File: config.mk
export PLATFORM = sky130hd
export DESIGN_NAME = fifo_read_scheduler_flat
export DESIGN_NICKNAME = d
export VERILOG_FILES = /design/src/rtl/fifo_read_scheduler_pkg.sv /design/src/rtl/fifo_read_scheduler_if.sv /design/src/rtl/fifo_read_scheduler_rr_pick.sv /design/src/rtl/fifo_read_scheduler.sv /design/src/flat_wrapper.sv
export SDC_FILE = /design/constraint.sdc
export NUM_CORES = 1
export LEC_CHECK = 0
export ABC_AREA = 1
export BUFFER_PORTS_ARGS = -buffer_cell sky130_fd_sc_hd__buf_4
export CAP_MARGIN = 10
export CORE_MARGIN = 5
export CORE_UTILIZATION = 40
export DETAILED_ROUTE_END_ITERATION = 8
export GPL_TIMING_DRIVEN = 0
export PLACE_DENSITY = 0.74
export SLEW_MARGIN = 20
export SYNTH_ARGS = -nofsm -noshare
export SYNTH_HDL_FRONTEND = slang
export SYNTH_HIERARCHICAL = 1
export SYNTH_SLANG_ARGS = --single-unit
File: constraint.sdc
create_clock -name clock -period 4.58 [get_ports clock]
set_clock_uncertainty 0.15 [all_clocks]
set_input_delay 0.916 -clock clock [delete_from_list [all_inputs] [get_ports clock]]
set_output_delay 0.916 -clock clock [all_outputs]
set_load 0.02 [all_outputs]
File: src/rtl/fifo_read_scheduler_pkg.sv
// Shared types and helpers for the FIFO read scheduler.
package fifo_read_sched_pkg;

    typedef enum logic {IDLE, BURST} sched_state_t;

    localparam int STAT_WIDTH = 32;

    function automatic int src_width(input int n);
        return ($clog2(n) < 1) ? 1 : $clog2(n);
    endfunction

endpackage

File: src/rtl/fifo_read_scheduler_if.sv
// Output stream of the FIFO read scheduler: tagged words under valid/ready.
interface fifo_read_scheduler_if #(
    parameter int DATA_WIDTH = 32,
    parameter int SRC_W      = 2
);
    logic [DATA_WIDTH-1:0] m_data;
    logic [SRC_W-1:0]      m_src;
    logic                  m_last;
    logic                  m_valid;
    logic                  m_ready;

    modport master (output m_data, m_src, m_last, m_valid, input  m_ready);
    modport slave  (input  m_data, m_src, m_last, m_valid, output m_ready);
endinterface

File: src/rtl/fifo_read_scheduler_rr_pick.sv
// Rotate-priority encoder: first asserted req at or after ptr, wrapping; purely combinational.
module rr_pick #(
    parameter int N = 4,
    parameter int W = 2
) (
    input  logic [N-1:0] req,
    input  logic [W-1:0] ptr,
    output logic [W-1:0] gnt_idx,
    output logic         gnt_any
);
    // Walk from the farthest offset down so the nearest requester wins last.
    always_comb begin
        gnt_idx = '0;
        gnt_any = 1'b0;
        for (int i = N - 1; i >= 0; i--) begin
            if (req[(int'(ptr) + i) % N]) begin
                gnt_idx = W'((int'(ptr) + i) % N);
                gnt_any = 1'b1;
            end
        end
    end
endmodule

File: src/rtl/fifo_read_scheduler.sv
// Round-robin burst drain of N FIFOs into one tagged valid/ready stream; pop to m_valid is 2 cycles.
// Pops stall on a 2-entry output credit when m_ready is low. FIFO_READ_SCHED_STATS_EN adds per-source word counters.
module fifo_read_scheduler
    import fifo_read_sched_pkg::*;
#(
    parameter int N_FIFOS    = 4,
    parameter int DATA_WIDTH = 32,
    parameter int MAX_BURST  = 8
) (
    input  logic                          clock,
    input  logic                          resetn,
    input  logic [N_FIFOS*DATA_WIDTH-1:0] fifo_rd_data,
    input  logic [N_FIFOS-1:0]            fifo_empty,
    output logic [N_FIFOS-1:0]            fifo_rd_en,
    fifo_read_scheduler_if.master         m_if,
`ifdef FIFO_READ_SCHED_STATS_EN
    input  logic                          stat_clear,
    output logic [N_FIFOS*STAT_WIDTH-1:0] stat_words,
`endif
    output logic                          busy
);
    localparam int            SW        = src_width(N_FIFOS);
    localparam int            BW        = $clog2(MAX_BURST + 1);
    localparam logic [BW-1:0] LAST_BEAT = BW'(MAX_BURST - 1);
    localparam logic [BW-1:0] BEAT_LIM  = BW'(MAX_BURST);

    sched_state_t          state_q;
    logic [SW-1:0]         grant_q, rr_ptr_q, pop_src_q, pick_idx, grant_nxt;
    logic [BW-1:0]         beat_q;
    logic                  pick_any, pop_q, pop_last_q;
    logic [DATA_WIDTH-1:0] buf_dat_q [2];
    logic [SW-1:0]         buf_src_q [2];
    logic [1:0]            buf_last_q;
    logic                  rd_ptr_q, wr_ptr_q;
    logic [1:0]            occ_q;
    logic [2:0]            committed;
    logic                  grant_empty, pop_out, credit_ok, pop_now;
    logic                  end_by_cnt, end_by_empty, mark_in, mark_old;
    logic [DATA_WIDTH-1:0] wr_dat;

    rr_pick #(.N(N_FIFOS), .W(SW)) u_rr_pick (
        .req     (~fifo_empty),
        .ptr     (rr_ptr_q),
        .gnt_idx (pick_idx),
        .gnt_any (pick_any)
    );

    assign grant_empty  = fifo_empty[grant_q];
    assign pop_out      = (occ_q != 2'd0) && m_if.m_ready;
    // Slots already spoken for once this cycle's drain and the in-flight word settle.
    assign committed    = {1'b0, occ_q} + {2'b0, pop_q} - {2'b0, pop_out};
    assign credit_ok    = committed < 3'd2;
    assign pop_now      = (state_q == BURST) && !grant_empty && credit_ok && (beat_q < BEAT_LIM);
    assign end_by_cnt   = pop_now && (beat_q == LAST_BEAT);
    assign end_by_empty = (state_q == BURST) && grant_empty;
    assign grant_nxt    = (grant_q == SW'(N_FIFOS - 1)) ? '0 : grant_q + 1'b1;

    always_comb begin
        fifo_rd_en = '0;
        if (pop_now) fifo_rd_en[grant_q] = 1'b1;
    end

    always_ff @(posedge clock or negedge resetn) begin
        if (!resetn) begin
            state_q    <= IDLE;
            grant_q    <= '0;
            beat_q     <= '0;
            rr_ptr_q   <= '0;
            pop_q      <= 1'b0;
            pop_last_q <= 1'b0;
            pop_src_q  <= '0;
        end else begin
            pop_q      <= pop_now;
            pop_last_q <= end_by_cnt;
            if (pop_now) pop_src_q <= grant_q;
            case (state_q)
                IDLE: begin
                    if (pick_any) begin
                        grant_q <= pick_idx;
                        beat_q  <= '0;
                        state_q <= BURST;
                    end
                end
                BURST: begin
                    if (pop_now) beat_q <= beat_q + 1'b1;
                    if (end_by_cnt || end_by_empty) begin
                        state_q  <= IDLE;
                        rr_ptr_q <= grant_nxt;
                    end
                end
                default: state_q <= IDLE;
            endcase
        end
    end

    // An empty-terminated burst tags its newest word: the one landing now, else the newest still held.
    assign wr_dat   = fifo_rd_data[int'(pop_src_q)*DATA_WIDTH +: DATA_WIDTH];
    assign mark_in  = end_by_empty && pop_q;
    assign mark_old = end_by_empty && !pop_q && (occ_q != 2'd0) && (buf_src_q[~wr_ptr_q] == grant_q);

    always_ff @(posedge clock or negedge resetn) begin
        if (!resetn) begin
            for (int i = 0; i < 2; i++) begin
                buf_dat_q[i] <= '0;
                buf_src_q[i] <= '0;
            end
            buf_last_q <= '0;
            rd_ptr_q   <= 1'b0;
            wr_ptr_q   <= 1'b0;
            occ_q      <= '0;
        end else begin
            if (pop_q) begin
                buf_dat_q[wr_ptr_q]  <= wr_dat;
                buf_src_q[wr_ptr_q]  <= pop_src_q;
                buf_last_q[wr_ptr_q] <= pop_last_q | mark_in;
                wr_ptr_q             <= ~wr_ptr_q;
            end
            if (mark_old) buf_last_q[~wr_ptr_q] <= 1'b1;
            if (pop_out)  rd_ptr_q <= ~rd_ptr_q;
            occ_q <= occ_q + {1'b0, pop_q} - {1'b0, pop_out};
        end
    end

    assign m_if.m_valid = (occ_q != 2'd0);
    assign m_if.m_data  = buf_dat_q[rd_ptr_q];
    assign m_if.m_src   = buf_src_q[rd_ptr_q];
    assign m_if.m_last  = buf_last_q[rd_ptr_q];
    assign busy         = (state_q == BURST) || pop_q || (occ_q != 2'd0);

`ifdef FIFO_READ_SCHED_STATS_EN
    logic [STAT_WIDTH-1:0] stat_q [N_FIFOS];

    always_ff @(posedge clock or negedge resetn) begin
        if (!resetn) begin
            for (int i = 0; i < N_FIFOS; i++) stat_q[i] <= '0;
        end else begin
            for (int i = 0; i < N_FIFOS; i++) begin
                if (stat_clear)
                    stat_q[i] <= '0;
                else if (pop_out && (buf_src_q[rd_ptr_q] == SW'(i)))
                    stat_q[i] <= stat_q[i] + 1'b1;
            end
        end
    end

    always_comb begin
        stat_words = '0;
        for (int i = 0; i < N_FIFOS; i++) stat_words[i*STAT_WIDTH +: STAT_WIDTH] = stat_q[i];
    end
`endif

endmodule

File: src/flat_wrapper.sv
// flat-port wrapper written by rule: the top's interface ports become plain ports
module fifo_read_scheduler_flat import fifo_read_sched_pkg::*;
#(
    parameter int N_FIFOS    = 4,
    parameter int DATA_WIDTH = 32,
    parameter int MAX_BURST  = 8
)
  (clock, resetn, fifo_rd_data, fifo_empty, fifo_rd_en, busy, m_if_m_data, m_if_m_src, m_if_m_last, m_if_m_valid, m_if_m_ready);
  fifo_read_scheduler_if #(.DATA_WIDTH(DATA_WIDTH), .SRC_W((2))) m_if_i ();
  input  logic clock;
  input  logic resetn;
  input  logic [N_FIFOS*DATA_WIDTH-1:0] fifo_rd_data;
  input  logic [N_FIFOS-1:0] fifo_empty;
  output logic [N_FIFOS-1:0] fifo_rd_en;
  output logic busy;
  output wire logic [$bits(m_if_i.m_data)-1:0] m_if_m_data;
  output wire logic [$bits(m_if_i.m_src)-1:0] m_if_m_src;
  output wire logic [$bits(m_if_i.m_last)-1:0] m_if_m_last;
  output wire logic [$bits(m_if_i.m_valid)-1:0] m_if_m_valid;
  input wire logic [$bits(m_if_i.m_ready)-1:0] m_if_m_ready;
  assign m_if_m_data = m_if_i.m_data;
  assign m_if_m_src = m_if_i.m_src;
  assign m_if_m_last = m_if_i.m_last;
  assign m_if_m_valid = m_if_i.m_valid;
  assign m_if_i.m_ready = m_if_m_ready;
  fifo_read_scheduler #(.N_FIFOS(N_FIFOS), .DATA_WIDTH(DATA_WIDTH), .MAX_BURST(MAX_BURST)) u_core (.clock(clock), .resetn(resetn), .fifo_rd_data(fifo_rd_data), .fifo_empty(fifo_empty), .fifo_rd_en(fifo_rd_en), .m_if(m_if_i), .busy(busy));
endmodule
==> impl_results.md <==
* Gr ovfl total at 0
* Worst Hold Class: flip-flop to flip-flop
* Hold Path End: u_core/buf_dat_q[29]
* RePlAce Congestion at a little over 0.8
* EDFF count, synth at 0
* Period minus WS final at ~4000 ps
* Leak at 3.59 nW
* Post-synth top flop: dfrtp_1
* RR Endpoint: u_core/beat_q[3]
* Flops & latches, synth at slightly below 90
* Peak VDD IR at about 280 uV
* TNS Setup at 0 ps
* Area Overhead vs Synth at 35.2%
* All-Layer GR Usage at 0.217
* Post-placement setup slack at roughly 530 ps
* # setup viols final at 0
* Max_cap viols at 0
* Commonest non-fill, non-tap cell in the layout: nand2_1
* Syn Inst Count at approximately 700
* Clock Sinks at 87
* Max-slew violation count at 0
* WP data arrival at 3010 ps
* Largest cells by area after synthesis: dfrtp_1 42%, nand2_1 16%, o21ai_0 6.7%, o21ai_1 6.6%, o22a_1 5.5%
* Asr flop ratio synth at 1.00
* CTS max path bufs at 2
* Per-cell routed wire length at about 16 microns
* RSZ-0062 raised after global routing: no
* Synth Cell Area at ~5100 sq um
* Clock transition at path regs at ~60 ps
* Vias per Instance at between 5 and 6
* Post-route DRC at 0
* Die ar. at approximately 15000 sq um
* Quantity of gates resized following cts at 0
* Via Count at between 5k and 6k
* Placed wire-length estimate at ~13000 microns
* Skew-Pair Late Insertion Delay at about 330 ps
* Die span in y at 123 microns
* Clock Tree Root: clkbuf_16
* IO buf count at 175
* Mapped Nets at between 800 and 900
* WP data required at 3510 ps
* Die Width at 123 microns
* TritonCTS Buffers at 9
* Hold_sp: u_core/buf_dat_q[29]
* Status: finished, final reports clean
* CP Launch Type: flip-flop
* Initial antenna violation count at 0
* Ports at between 150 and 200
* PD cells at ~720 nW/um^2
* Final Hold Vio Count at 0
* Reg-to-reg startpoint: u_core/occ_q[1]
* Antenna cell count at 0
* Total Routed Length at between 15000 and 20000 microns
* Worst-path fanout max at 10
* Endpoint class of the critical path: output pin
* Register area share after synthesis at 0.424
* Yosys warns at 6
* Mean Syn Cell Area at 7.35 sq um
* Antenna Nets Post-Route at 0
* Final worst slack at between 500 and 600 ps
* Crit Path Class: flip-flop to output pin
* Top-area cell type share of the netlist area at 0.424
* Slew HR at 0.470
* Reg-to-reg slack, setup at approximately 1800 ps
* Most frequent cells in the layout: 224 x nand2_1, 175 x buf_4, 87 x dfrtp_1, 73 x nor2_1, 69 x o21ai_0
* Initial DRC count at 365
* Proportion of layout cells with a drive suffix above 1 at 0.281
* Vias in the first global route at ~5.3k
* Synth unique cells at 31
* Total setup buffers inserted after CTS at 0
* Hold Crit Depth at 2
* Core region area at around 13000 sq um
* R2r worst-path depth at 15
* CTS tree: built
* Period utilization at 0.889
* Peak Freq at roughly 250 MHz
* Transition time of the tightest slew-check pin at between 700 and 800 ps
* H-tree level count at 3
* Initial Util at 0.407
* Hold_buf cts at 0
* Yosys top cell by area: dfrtp_1
* First-pass GRT wire length at around 26000 microns
* Pin count of the biggest net entering global routing at between 80 and 90
* Nets at roughly 1.0k
* 1st-pass router iterations at 5
* # rows at between 40 and 50
==> cell usage after synthesis (2+ instances only) <==
cell      instances
o21ai_0          69
nand2_2           7
o21ai_2           3
nor2_2            5
clkbuf_2          2
dfrtp_1          87
nor2_1           73
clkbuf_1         12
buf_6            13
buf_2            12
buf_1             3
nand2_1         224
ha_1              7
inv_2            11
nand3_1          26
o21ai_1          68
o22a_1           32
inv_1            29
nand4_1           3
==> power by group <==
group / internal (mW) / switching (mW) / total (mW)
Clock: 0.370 / 0.304 / 0.675
Combinational: 1.14 / 1.82 / 2.97
Sequential: 1.15 / 0.232 / 1.38
Total: 2.66 / 2.36 / 5.02
==> worst max-delay path by stage <==
| stage | from | to | slack, ps | depth (start not counted) |
|---|---|---|---|---|
| floorplan | m_if_m_ready | fifo_rd_en[3] | 820 | 12 |
| global placement | m_if_m_ready | fifo_rd_en[3] | 590 | 14 |
| detailed placement | m_if_m_ready | fifo_rd_en[3] | 530 | 14 |
| CTS | u_core/occ_q[1] | fifo_rd_en[3] | 480 | 15 |
| global route | u_core/occ_q[1] | fifo_rd_en[3] | 270 | 15 |
| finish | u_core/occ_q[1] | fifo_rd_en[3] | 510 | 15 |
==> registers in the layout, indices dropped and copies added, names as in the netlist <==
name,cells
u_core/beat_q,4
u_core/buf_dat_q,64
u_core/buf_last_q,2
u_core/buf_src_q,4
u_core/grant_q,2
u_core/occ_q,2
u_core/pop_last_q,1
u_core/pop_q,1
u_core/pop_src_q,2
u_core/rd_ptr_q,1
u_core/rr_ptr_q,2
u_core/state_q,1
u_core/wr_ptr_q,1
==> critical path, cell delays in order (launching register included) <==
cell,delay [ps]
dfrtp_1,400
nor2_1,220
inv_1,90
nand2_1,130
inv_1,60
ha_1,270
inv_1,40
ha_1,200
fa_1,460
inv_1,70
nand2_1,60
nor2_2,150
nand2_2,130
buf_6,170
nor2_1,90
buf_4,140
==> through the flow <==
stage	std cells	utilization	instance area (sq um)	hold slack, ps	power [mW]
floorplan	698	-	5130	303	3.27
global placement	1045	0.528	6660	317	4.29
detailed placement	1045	0.528	6660	323	4.34
CTS	1061	0.549	6930	339	5.03
global route	1061	0.550	6940	358	5.41
finish	1061	0.550	6940	337	5.02
==> metal layers <==
metal	global-route usage	part of all wire
met1	0.271	0.40
met2	0.379	0.49
met3	0.0393	0.091
met4	0.0740	0.022
met5	0	0
==> cells by family (layout without fill, tap and decap cells) <==
kind of cell             Yosys count  after routing  synth area share
adder cells (fa/ha/maj)            8              8            0.0210
AND/OR/NAND/NOR                  342            342             0.268
XOR/XNOR                           2              2           0.00342
flip-flops                        87             87             0.424
AO/OA/AOI/OAI                    173            173             0.194
buffers and inverters             86            277            0.0888
==> area by class of cell <==
| type | count | area (sq um) |
|---|---|---|
| clock inverters | 6 | 45.0 |
| inverters | 42 | 160 |
| flip-flops and latches | 87 | 2180 |
| clock buffers | 10 | 229 |
| plain buffers | 44 | 295 |
| multi-input cells | 525 | 2500 |
| fillers | 1238 | 5680 |
| well taps | 172 | 215 |
| repair buffers | 175 | 1320 |
Note: power is estimated with default switching activity, not from simulation.
